==> src/rtl/clint.sv <==
// clint: core-local interruptor serving msip, mtimecmp and a free-running
// 64-bit mtime on a single-outstanding request/response port. It drives the
// machine software (swint) and timer (trint) interrupt lines.
// Optional build macro: CLINT_MTIME_WR_EN makes mtime writable, and a write
// also clears the prescaler. Without it, mtime writes are acknowledged but
// have no effect.
module clint #(
    parameter logic [63:0] BASE     = 64'h0200_0000,
    parameter int unsigned TICK_DIV = 1
) (
    input  logic        clk,
    input  logic        reset_n,
    input  logic        req_valid,
    input  logic        req_write,
    input  logic [63:0] req_addr,
    input  logic [7:0]  req_strobe,
    input  logic [63:0] req_data,
    output logic        resp_ok,
    output logic [63:0] resp_data,
    output logic        swint,
    output logic        trint
);

    localparam logic [12:0] W_MSIP   = 13'h0000;
    localparam logic [12:0] W_CMP    = 13'h0800;
    localparam logic [12:0] W_TIME   = 13'h17FF;
    localparam logic [15:0] DIV_LAST = 16'(TICK_DIV - 1);

    typedef enum logic {IDLE, RESP} state_t;

    state_t      state, state_nx;
    logic        accept;
    logic        in_range, sel_msip, sel_cmp, sel_time;
    logic        wr_msip, wr_cmp, wr_time;
    logic        tick;
    logic [15:0] div;
    logic [63:0] mtime, mtimecmp;
    logic        msip;
    logic [63:0] rdata;
    logic        unused_addr_lsbs;

    function automatic logic [63:0] merge_bytes(input logic [63:0] old_v,
                                                input logic [63:0] new_v,
                                                input logic [7:0]  strb);
        logic [63:0] r;
        r = old_v;
        for (int unsigned i = 0; i < 8; i++) begin
            if (strb[i]) r[8*i +: 8] = new_v[8*i +: 8];
        end
        return r;
    endfunction

    assign unused_addr_lsbs = ^req_addr[2:0];

    assign in_range = (req_addr[63:16] == BASE[63:16]);
    assign sel_msip = in_range && (req_addr[15:3] == W_MSIP);
    assign sel_cmp  = in_range && (req_addr[15:3] == W_CMP);
    assign sel_time = in_range && (req_addr[15:3] == W_TIME);

    assign wr_msip = accept && req_write && sel_msip;
    assign wr_cmp  = accept && req_write && sel_cmp;
`ifdef CLINT_MTIME_WR_EN
    assign wr_time = accept && req_write && sel_time;
`else
    assign wr_time = 1'b0;
`endif

    assign tick  = (div == DIV_LAST);
    assign swint = msip;
    assign trint = (mtime >= mtimecmp);

    // Bus state register.
    always_ff @(posedge clk or negedge reset_n) begin
        if (!reset_n) state <= IDLE;
        else          state <= state_nx;
    end

    // Next state: accept in IDLE, one response cycle, back to IDLE.
    always_comb begin
        state_nx = state;
        accept   = 1'b0;
        resp_ok  = 1'b0;
        case (state)
            IDLE: begin
                if (req_valid) begin
                    accept   = 1'b1;
                    state_nx = RESP;
                end
            end
            RESP: begin
                resp_ok  = 1'b1;
                state_nx = IDLE;
            end
            default: state_nx = IDLE;
        endcase
    end

    // Read mux over the current (pre-update) register values.
    always_comb begin
        rdata = '0;
        if (sel_msip)      rdata = {63'b0, msip};
        else if (sel_cmp)  rdata = mtimecmp;
        else if (sel_time) rdata = mtime;
    end

    // Response data captured at the accepting edge, cleared after the pulse.
    always_ff @(posedge clk or negedge reset_n) begin
        if (!reset_n)            resp_data <= '0;
        else if (accept)         resp_data <= req_write ? '0 : rdata;
        else if (state == RESP)  resp_data <= '0;
    end

    // Prescaler and mtime; a write to mtime overrides a coincident tick.
    always_ff @(posedge clk or negedge reset_n) begin
        if (!reset_n) begin
            div   <= '0;
            mtime <= '0;
        end else if (wr_time) begin
            div   <= '0;
            mtime <= merge_bytes(mtime, req_data, req_strobe);
        end else if (tick) begin
            div   <= '0;
            mtime <= mtime + 64'd1;
        end else begin
            div   <= div + 16'd1;
        end
    end

    // Software-visible compare and software-interrupt registers.
    always_ff @(posedge clk or negedge reset_n) begin
        if (!reset_n) begin
            mtimecmp <= '1;
            msip     <= 1'b0;
        end else begin
            if (wr_cmp)                  mtimecmp <= merge_bytes(mtimecmp, req_data, req_strobe);
            if (wr_msip && req_strobe[0]) msip    <= req_data[0];
        end
    end

endmodule

==> config.mk <==
export PLATFORM = sky130hd
export DESIGN_NAME = clint
export DESIGN_NICKNAME = d
export VERILOG_FILES = /design/src/rtl/clint.sv
export SDC_FILE = /design/constraint.sdc
export NUM_CORES = 1
export LEC_CHECK = 0
export CAP_MARGIN = 20
export CORE_UTILIZATION = 53
export CTS_CLUSTER_DIAMETER = 60
export DETAILED_ROUTE_END_ITERATION = 12
export PLACE_DENSITY = 0.9
export SLEW_MARGIN = 25
export SYNTH_ARGS = -nofsm -noshare
export SYNTH_HDL_FRONTEND = slang
export SYNTH_SLANG_ARGS = --single-unit
export TNS_END_PERCENT = 30
==> constraint.sdc <==
create_clock -name clk -period 2.85 [get_ports clk]
set_clock_uncertainty 0.1 [all_clocks]
set_input_delay 0.285 -clock clk [delete_from_list [all_inputs] [get_ports clk]]
set_output_delay 0.285 -clock clk [all_outputs]
set_load 0.05 [all_outputs]
==> results.py, run 1 <==
metrics = {
    "timing": {
        "finalSetupViolCount": 1,
        "worst_slew_pin_slew_ps": 706,
        "max_freq_mhz": 304,
        "slew_headroom_pct": 52.8,
        "finalCriticalPeriod_ps": 3290,
        "fin_crit_sh_pct": 115,
        "hold_violations": 0,
        "rsz0062_at_grt": "yes",
        "tns_ps": -440,
        "final_max_slew_viol_count": 0,
        "setup_ws_ps": -440,
    },
    "setup_path": {
        "slowest_stage": "dfstp_2",
        "startpoint_type": "flip-flop",
        "critPathRequiredTime_ps": 2470,
        "path_cells": "inv_1 -> ha_1 -> nand4_1 -> nor4_4 -> a2111oi_4 -> a21oi_1 -> or4_4 -> buf_12",
        "crit_path_max_fanout": 3,
        "worst-path-buf-inv": 2,
        "r2r_cells": 7,
        "worst_setup_path_end_kind": "primary output",
        "cp_data_arrival_time_ps": 2910,
        "crit_family": "simple AND/OR/NAND/NOR gates",
        "reg2reg_from": "div[0]$_DFF_PN0_",
        "max_stage_delay_ps": 560,
        "r2r_setup_slack_ps": 30,
        "reg2reg_to": "mtime[33]$_DFFE_PN0N_",
        "crit_type": "reg -> out",
    },
    "global_route": {
        "grt_pass1_wl_um": 53800,
        "antenna_found_initial": 0,
        "grt_pass1_vias": 10200,
        "track_usage_pct": 31.6,
        "overflow": 0,
        "grt_max_degree": 70,
    },
    "power_and_ir_drop": {
        "ir_worst_vdd_uv": 398,
        "power.density_nw_per_um2": 425,
        "p_leak_uw": 0.00649,
    },
    "floorplanning": {
        "io_pins": 207,
        "die-height_um": 146,
        "start_util_pct": 54.2,
        "fp-row-count": 52,
        "die_w_um": 146,
        "dieArea_um2": 21300,
        "fp.coreArea_um2": 20300,
    },
    "synthesis": {
        "netlist_instances": 1046,
        "synth-main-ff-cell": "dfrtp_1",
        "mappedNetlistArea_um2": 11000,
        "ys_warn_count": 0,
        "avgSynthCellArea_um2": 10.5,
        "synthesis.nets": 1253,
        "synthArstFlopShare_pct": 100,
        "ys_types": 50,
        "ys_seq_area_share_pct": 48.5,
        "ys_ff_latch": 210,
        "synth_edf_count": 0,
    },
    "cells_and_area": {
        "final_cells": 1630,
        "fin_nets": 1549,
        "drive_above_1_share_pct": 25.1,
        "final_core_util_pct": 75.3,
        "syn2layout_area_growth_pct": 39.1,
        "antennaDiodeCount": 0,
    },
    "clock_tree": {
        "cts.reportedPaths.clkPinSlew_ps": 60,
        "h-tree-depth": 1,
        "clockRootBuffer": "clkbuf_16",
        "cts_buffers": 24,
        "clock-sinks": 210,
        "tritoncts": "built",
        "clk_latency_ps": 510,
        "cts_buffer_depth": 3,
    },
    "run_status": {
        "outcome": "finished, violations left",
        "violations": "negative setup slack",
    },
    "place": {
        "port_buffers": 203,
        "gp_congestion": 0.867,
        "place_inst": 1569,
        "hpwl_um": 21900,
    },
    "routing": {
        "drt-pass1-iter-count": 5,
        "wl_um": 34200,
        "drc": 0,
        "via_count": 10000,
        "drt_iter0_drc": 978,
        "post_drt_wl_per_cell_um": 21.0,
        "via_per_inst": 6.14,
        "final_antenna_net_count": 0,
    },
    "flow_run": {
        "max-cap-violations": 0,
    },
    "min_path": {
        "hold_path_class": "in -> async",
    },
}
## cell type report
| cell class | count | area (µm²) |
|---|---|---|
| multi-input cells | 724 | 5630 |
| well taps | 270 | 338 |
| inverters | 77 | 289 |
| clock buffers | 37 | 721 |
| repair buffers | 305 | 2880 |
| clock inverters | 7 | 97.6 |
| fillers | 1233 | 5010 |
| flip-flops and latches | 210 | 5340 |
## power by group
group          switching, µW  internal, µW  leakage, µW
combinational            152           188      0.00340
sequential              1.71          2990      0.00268
clock                   1230          1930     0.000404
## Yosys cell counts, types with 2 or more instances
master / n / area (µm²)
a2111oi_0: 2 / 17.5
a21o_1: 2 / 15.0
a21oi_1: 27 / 135
a221oi_1: 2 / 17.5
a22oi_1: 63 / 473
a31oi_1: 2 / 12.5
and2_1: 6 / 37.5
and3_1: 11 / 68.8
and4_1: 12 / 105
buf_2: 4 / 20.0
clkbuf_1: 30 / 113
dfrtp_1: 146 / 3650
dfstp_2: 64 / 1680
ha_1: 67 / 838
inv_1: 77 / 289
mux2_2: 66 / 743
nand2_1: 114 / 428
nand2b_1: 2 / 12.5
nand3_1: 31 / 155
nand3_2: 7 / 70.1
nand3b_1: 2 / 15.0
nand4_1: 42 / 263
nor2_1: 23 / 86.3
nor2b_1: 2 / 12.5
nor3_1: 16 / 80.1
nor3_4: 2 / 32.5
nor4_1: 41 / 257
nor4_2: 2 / 25.0
nor4_4: 4 / 85.1
o211ai_1: 2 / 15.0
o21a_1: 2 / 15.0
o21ai_0: 67 / 335
o21ai_1: 8 / 40.0
or3_1: 2 / 12.5
or4_1: 5 / 37.5
or4_4: 2 / 22.5
xnor2_1: 44 / 385
xor2_1: 33 / 289
## worst max-delay path by stage
stage / startpoint / endpoint / slack [ps] / depth (start not counted)
after global placement: mtimecmp[39]$_DFFE_PN1P_ / trint / -100 / 8
after CTS: mtimecmp[13]$_DFFE_PN1P_ / trint / -340 / 8
final: mtimecmp[39]$_DFFE_PN1P_ / trint / -440 / 8
after global routing: mtimecmp[39]$_DFFE_PN1P_ / trint / -470 / 8
after detailed placement: mtimecmp[39]$_DFFE_PN1P_ / trint / -240 / 8
after floorplan: mtimecmp[37]$_DFFE_PN1P_ / trint / 220 / 7
## metal layers
layer	up-vias	track usage [%]	routed length, µm
li1	4371	-	-
met1	4945	39.6	13200
met2	543	54.9	17000
met3	142	4.78	2430
met4	0	12.9	1590
met5	-	0	0
## cells by family (layout without fill, tap and decap cells)
family / Yosys count / in the layout / share of synthesized area (%)
buf+inv: 112 / 426 / 3.87
flops: 210 / 210 / 48.5
mux: 66 / 66 / 6.76
fa+ha+maj: 67 / 67 / 7.62
xor+xnor: 77 / 77 / 6.13
simple gates: 332 / 332 / 16.9
compound gates: 182 / 182 / 10.2
## layout by cell type, fill, tap and decap left out, types with 3 or more instances in the layout
cell type	n
clkdlybuf4s50_1	201
dfrtp_1	146
nand2_1	114
buf_4	96
inv_1	69
mux2_2	66
dfstp_2	64
a22oi_1	63
o21ai_0	62
ha_1	49
xnor2_1	44
nand4_1	42
nor4_1	39
xor2_1	33
nand3_1	31
clkbuf_16	25
nor2_1	22
a21oi_1	19
ha_4	18
nor3_1	16
and3_1	11
o21ai_1	11
and4_1	9
inv_2	8
a21oi_2	8
nand3_2	7
clkbuf_1	7
nor4_4	6
and2_1	6
clkbuf_8	6
buf_12	6
or4_4	4
or4_1	3
and4_4	3
clkinv_2	3
## timing repair
item	in CTS	in global routing
gates resized for setup	42	21
setup endpoints to repair	1	13
hold buffers	1	0
pin swaps	21	18
setup buffers	6	11
hold endpoints to repair	30	0
## metrics by stage
stage	area [µm²]	total power, µW	hold slack, ps	setup WS [ps]
floorplan	11000	3080	-111	219
global placement	14000	3370	197	-100
detailed placement	14000	3380	204	-238
CTS	15100	6520	236	-340
global route	15300	6680	271	-466
finish	15300	6490	233	-440
## flip-flops by register name (all words and copies together), names as in the netlist
name and flops:
mtime 64, mtimecmp 64, resp_data 64, div 16
state 1, swint 1
(Power assumes the default switching activity.)
==> inputs of run 2 (changes only) <==
Settings changed: CTS_CLUSTER_DIAMETER 60 to 120, GPL_TIMING_DRIVEN set to 0.
==> run 2 against run 1 <==
The flow still finishes with violations (negative setup slack); sequential cell count unchanged; count of clock-buffer cells in the layout shrank 4; setup slack worse by 150 ps; power shrank 1.6%.
==> results.py, run 2 (same netlist as run 1, synthesis figures left out) <==
metrics = {
    "run_status": {
        "outcome": "finished, violations left",
        "violations": "negative setup slack",
    },
    "timing": {
        "final_max_slew_viol_count": 0,
        "finalCriticalPeriod_ps": 3440,
        "worst_slew_pin_slew_ps": 972,
        "setup_ws_ps": -591,
        "finalSetupViolCount": 1,
        "slew_headroom_pct": 35.2,
        "rsz0062_at_grt": "yes",
        "hold_violations": 0,
        "fin_crit_sh_pct": 121,
        "max_freq_mhz": 291,
    },
    "setup_path": {
        "cp_common_cell": "nand4_1",
        "max_stage_delay_ps": 570,
        "crit_cells": 8,
        "cp_data_arrival_time_ps": 3060,
        "worst_setup_path_end_kind": "primary output",
        "crit_path_max_fanout": 3,
        "crit_type": "reg -> out",
        "startpoint_type": "flip-flop",
        "r2r_cells": 7,
        "critPathRequiredTime_ps": 2470,
        "worst-path-buf-inv": 2,
        "crit_family": "simple AND/OR/NAND/NOR gates",
        "slowest_stage": "dfstp_2",
        "path_cells": "inv_2 -> ha_4 -> nand4_1 -> nor4_4 -> nand4_1 -> a311oi_2 -> or4_4 -> buf_8",
    },
    "power_and_ir_drop": {
        "ir_worst_vdd_uv": 328,
        "p_leak_uw": 0.00604,
        "power.density_nw_per_um2": 437,
    },
    "clock_tree": {
        "tritoncts": "built",
        "cts_buffer_depth": 3,
        "cts_buffers": 23,
        "clk_latency_ps": 520,
        "h-tree-depth": 1,
        "clockRootBuffer": "clkbuf_16",
        "clock-sinks": 210,
        "cts.reportedPaths.clkPinSlew_ps": 70,
    },
    "global_route": {
        "grt_pass1_vias": 9930,
        "overflow": 0,
        "grt_pass1_wl_um": 50100,
        "grt_max_degree": 96,
        "track_usage_pct": 29.4,
        "antenna_found_initial": 0,
    },
    "routing": {
        "via_count": 9574,
        "drt-pass1-iter-count": 6,
        "via_per_inst": 6.06,
        "wl_um": 31800,
        "final_antenna_net_count": 0,
        "drt_iter0_drc": 874,
        "drc": 0,
        "post_drt_wl_per_cell_um": 20.1,
    },
    "cells_and_area": {
        "syn2layout_area_growth_pct": 33.1,
        "final_common_cell": "clkdlybuf4s50_1",
        "reg_top3": "mtime x64, mtimecmp x64, resp_data x64",
        "final_cell_mix": "clkdlybuf4s50_1 (201), dfrtp_1 (146), nand2_1 (113)",
        "drive_above_1_share_pct": 19.0,
        "postLayoutCellArea_um2": 14600,
        "fin_nets": 1499,
        "antennaDiodeCount": 0,
    },
    "floorplanning": {
        "fp.coreArea_um2": 20300,
        "start_util_pct": 54.2,
        "die_w_um": 146,
        "dieArea_um2": 21300,
        "fp-row-count": 52,
        "io_pins": 207,
        "die-height_um": 146,
    },
    "flow_run": {
        "max-cap-violations": 0,
    },
    "place": {
        "gp_congestion": 0.887,
        "hpwl_um": 20900,
        "port_buffers": 203,
        "pre_cts_slack_ps": -923,
        "placed_cell_area_um2": 13400,
    },
    "min_path": {
        "hold_path_class": "in -> async",
    },
}
run 2: layout make-up:
type | count | area (µm²)
fillers | 1302 | 5670
multi-input cells | 724 | 5510
flip-flops and latches | 210 | 5340
repair buffers | 221 | 2240
clock buffers | 33 | 643
well taps | 270 | 338
inverters | 77 | 289
plain buffers | 35 | 141
clock inverters | 9 | 126
run 2: what timing repair did:
action                                  CTS  global route
pin swaps                                15            14
hold buffers                              1             0
endpoints found under the setup margin  100            71
gates resized for setup                  35            22
buffers inserted                         11             4
endpoints found under the hold margin   102             0
run 2: through the flow:
stage          util (%)  power, µW  TNS [ps]  hold slack (ps)  std cells
4_1_cts            71.4       6390      -433              138       1575
3_3_place_gp       65.8       3360  -1373320              348       1519
6_report           72.1       6390      -591              128       1579
2_1_floorplan         -       3080         0             -111       1046
3_5_place_dp       66.2       3380    -72830             75.2       1521
5_1_grt            72.1       6550      -743              160       1579
run 2: worst paths after layout:
check / startpoint / end / slack (ps)
setup / recovery: mtimecmp[35]$_DFFE_PN1P_ / trint / -590
hold / removal: reset_n / resp_data[37]$_DFFE_PN0P_ / 130
setup reg to reg: div[0]$_DFF_PN0_ / mtime[44]$_DFFE_PN0N_ / 80
hold reg to reg: div[15]$_DFF_PN0_ / div[15]$_DFF_PN0_ / 360
max in group asynchronous: reset_n / mtimecmp[0]$_DFFE_PN1P_ / 1350
min in group clk: req_data[11] / mtimecmp[11]$_DFFE_PN1P_ / 280
run 2: per-layer routing:
metal	part of all wire, %	track usage, %	vias up
met4	4.7	13.1	0
met5	0	0	-
li1	-	-	4277
met3	7.2	5.00	139
met1	38	36.4	4679
met2	50	50.4	479
run 2: power breakdown:
part / internal [µW] / switching [µW] / leakage (µW)
registers: 2990 / 1.35 / 0.00268
clock network: 1840 / 1210 / 0.000376
logic: 187 / 156 / 0.00298
total: 5020 / 1370 / 0.00604
==> inputs of run 3 (changes only) <==
Settings changed: CORE_MARGIN set to 2.
==> run 3 against run 2 <==
The flow still finishes with violations (negative setup slack); die area grew 2.8%; power is 1.5% higher; count of clock-buffer cells in the layout shrank 4; sequential cell count unchanged; combinational power shrank 2%; sequential power about the same; via count shrank 1.1%; hold slack gained 59 ps; global-route usage decreased by 1.7 points; final cell count hardly changed; non-clock buffer count grew 2; largest power group unchanged.
==> results.py, run 3 (same netlist as run 1, synthesis figures left out) <==
metrics = {
    "run_status": {
        "outcome": "finished, violations left",
        "violations": "negative setup slack",
    },
    "timing": {
        "hold_violations": 0,
        "hold_slack_ps": 187,
        "rsz0062_at_grt": "yes",
        "worst_slew_pin_slew_ps": 976,
        "max_freq_mhz": 289,
        "tns_ps": -612,
        "setup_ws_ps": -612,
        "fin_crit_sh_pct": 121,
        "final_max_slew_viol_count": 0,
        "finalCriticalPeriod_ps": 3460,
        "slew_headroom_pct": 35.0,
        "finalSetupViolCount": 1,
    },
    "routing": {
        "drt_iter0_drc": 720,
        "final_antenna_net_count": 0,
        "drt-pass1-iter-count": 6,
        "wl_um": 31100,
        "via_count": 9472,
        "via_per_inst": 5.99,
        "drc": 0,
        "post_drt_wl_per_cell_um": 19.7,
    },
    "clock_tree": {
        "cts_buffers": 23,
        "clockRootBuffer": "clkbuf_16",
        "tritoncts": "built",
        "cts_buffer_depth": 3,
        "cts.reportedPaths.clkPinSlew_ps": 60,
        "clock-sinks": 210,
        "clk_latency_ps": 500,
        "h-tree-depth": 1,
    },
    "cells_and_area": {
        "final_cell_mix": "clkdlybuf4s50_1 (201), dfrtp_1 (146), nand2_1 (114)",
        "reg_top3": "mtime x64, mtimecmp x64, resp_data x64",
        "regArea_um2": 5340,
        "final_common_cell": "clkdlybuf4s50_1",
        "antennaDiodeCount": 0,
        "drive_above_1_share_pct": 18.4,
        "final_core_util_pct": 72.0,
        "syn2layout_area_growth_pct": 32.9,
        "fin_nets": 1501,
        "fillers": 1317,
        "multi_input_comb_area_um2": 5440,
    },
    "power_and_ir_drop": {
        "ir_worst_vdd_uv": 331,
        "power.density_nw_per_um2": 444,
        "clockPowerShare_pct": 48.7,
        "p_seq_share_pct": 46.1,
        "combPwrFrac_pct": 5.2,
        "finalPower_uw": 6480,
        "power.internal_uw": 5130,
        "p_leak_uw": 0.00606,
        "p_sw_share_pct": 20.9,
        "p_sw_uw": 1360,
    },
    "floorplanning": {
        "io_pins": 207,
        "dieArea_um2": 21900,
        "fp.coreArea_um2": 20300,
        "start_util_pct": 54.2,
        "fp-row-count": 52,
        "die_w_um": 148,
        "die-height_um": 148,
    },
    "global_route": {
        "grt_max_degree": 92,
        "grt_pass1_vias": 9772,
        "overflow": 0,
        "grt_pass1_wl_um": 49000,
        "antenna_found_initial": 0,
        "track_usage_pct": 27.7,
    },
    "flow_run": {
        "max-cap-violations": 0,
    },
    "setup_path": {
        "r2r_cells": 8,
        "crit_type": "reg -> out",
        "crit_path_max_fanout": 2,
        "reg2reg_to": "mtime[49]$_DFFE_PN0N_",
        "worst_setup_path_end_kind": "primary output",
        "critPathRequiredTime_ps": 2470,
        "r2r_setup_slack_ps": 50,
        "reg2reg_from": "div[0]$_DFF_PN0_",
        "cp-startpoint": "mtimecmp[34]$_DFFE_PN1P_",
        "startpoint_type": "flip-flop",
        "cp_data_arrival_time_ps": 3080,
    },
    "place": {
        "port_buffers": 203,
        "pre_cts_slack_ps": -991,
        "gp_congestion": 0.864,
        "hpwl_um": 21500,
    },
    "min_path": {
        "hold_path_class": "in -> async",
    },
}
## run 3: changes by cell type in the layout (fill, tap and decap cells not counted), sizes merged
cell,change
buf,+2
clkinvlp,+1
clkinv,+1
clkbuf,-4
bufinv,+1
## run 3: how the worst max path moves through the flow
stage	endpoint	slack [ps]	cells past startpoint
5_1_grt	trint	-640	9
4_1_cts	trint	-490	8
3_5_place_dp	trint	-990	8
6_report	trint	-610	8
3_3_place_gp	resp_data[50]$_DFFE_PN0P_	-6910	1
2_1_floorplan	trint	220	7
## run 3: area by class of cell
class | instances | area share [%]
Buffer | 35 | 0.959
Clock buffer | 29 | 4.37
Clock inverter | 12 | 1.17
Inverter | 77 | 1.98
Multi-Input combinational cell | 724 | 37.2
Sequential cell | 210 | 36.5
Tap cell | 270 | 2.31
Timing Repair Buffer | 223 | 15.5
## run 3: repair_timing
item                       CTS  global route
setup buffers                8             9
pin swaps                   10            10
hold endpoints to repair    70             0
hold buffers                 1             0
gates resized for setup     27            16
gates cloned                 0             0
setup endpoints to repair   71            68
## run 3: metrics by stage
step,instances,cell area (µm²)
2_1_floorplan,1046,11000
3_3_place_gp,1519,13400
3_5_place_dp,1521,13400
4_1_cts,1571,14400
5_1_grt,1580,14600
6_report,1580,14600
## run 3: power by group through the flow
stage / registers, µW / clock network (µW) / logic (µW)
after global placement: 3040 / 0 / 320
final: 2990 / 3160 / 337
after global routing: 2990 / 3310 / 363
after CTS: 2990 / 3190 / 339
after detailed placement: 3040 / 0 / 335
after floorplan: 3040 / 0 / 38.6
## run 3: critical path, stage by stage (launching register included)
cell      delay, ps
dfstp_2         550
inv_2            50
ha_4            260
nand4_1         190
nor4_4          460
nand4_1         300
a311oi_2        380
or4_4           220
buf_8           140
## run 3: metal layers
metal	wire (µm)	share of wire, %	track usage [%]
met4	1490	4.8	13.1
met3	2080	6.7	5.06
met2	15300	49	46.7
met5	0	0	0
met1	12200	39	34.6
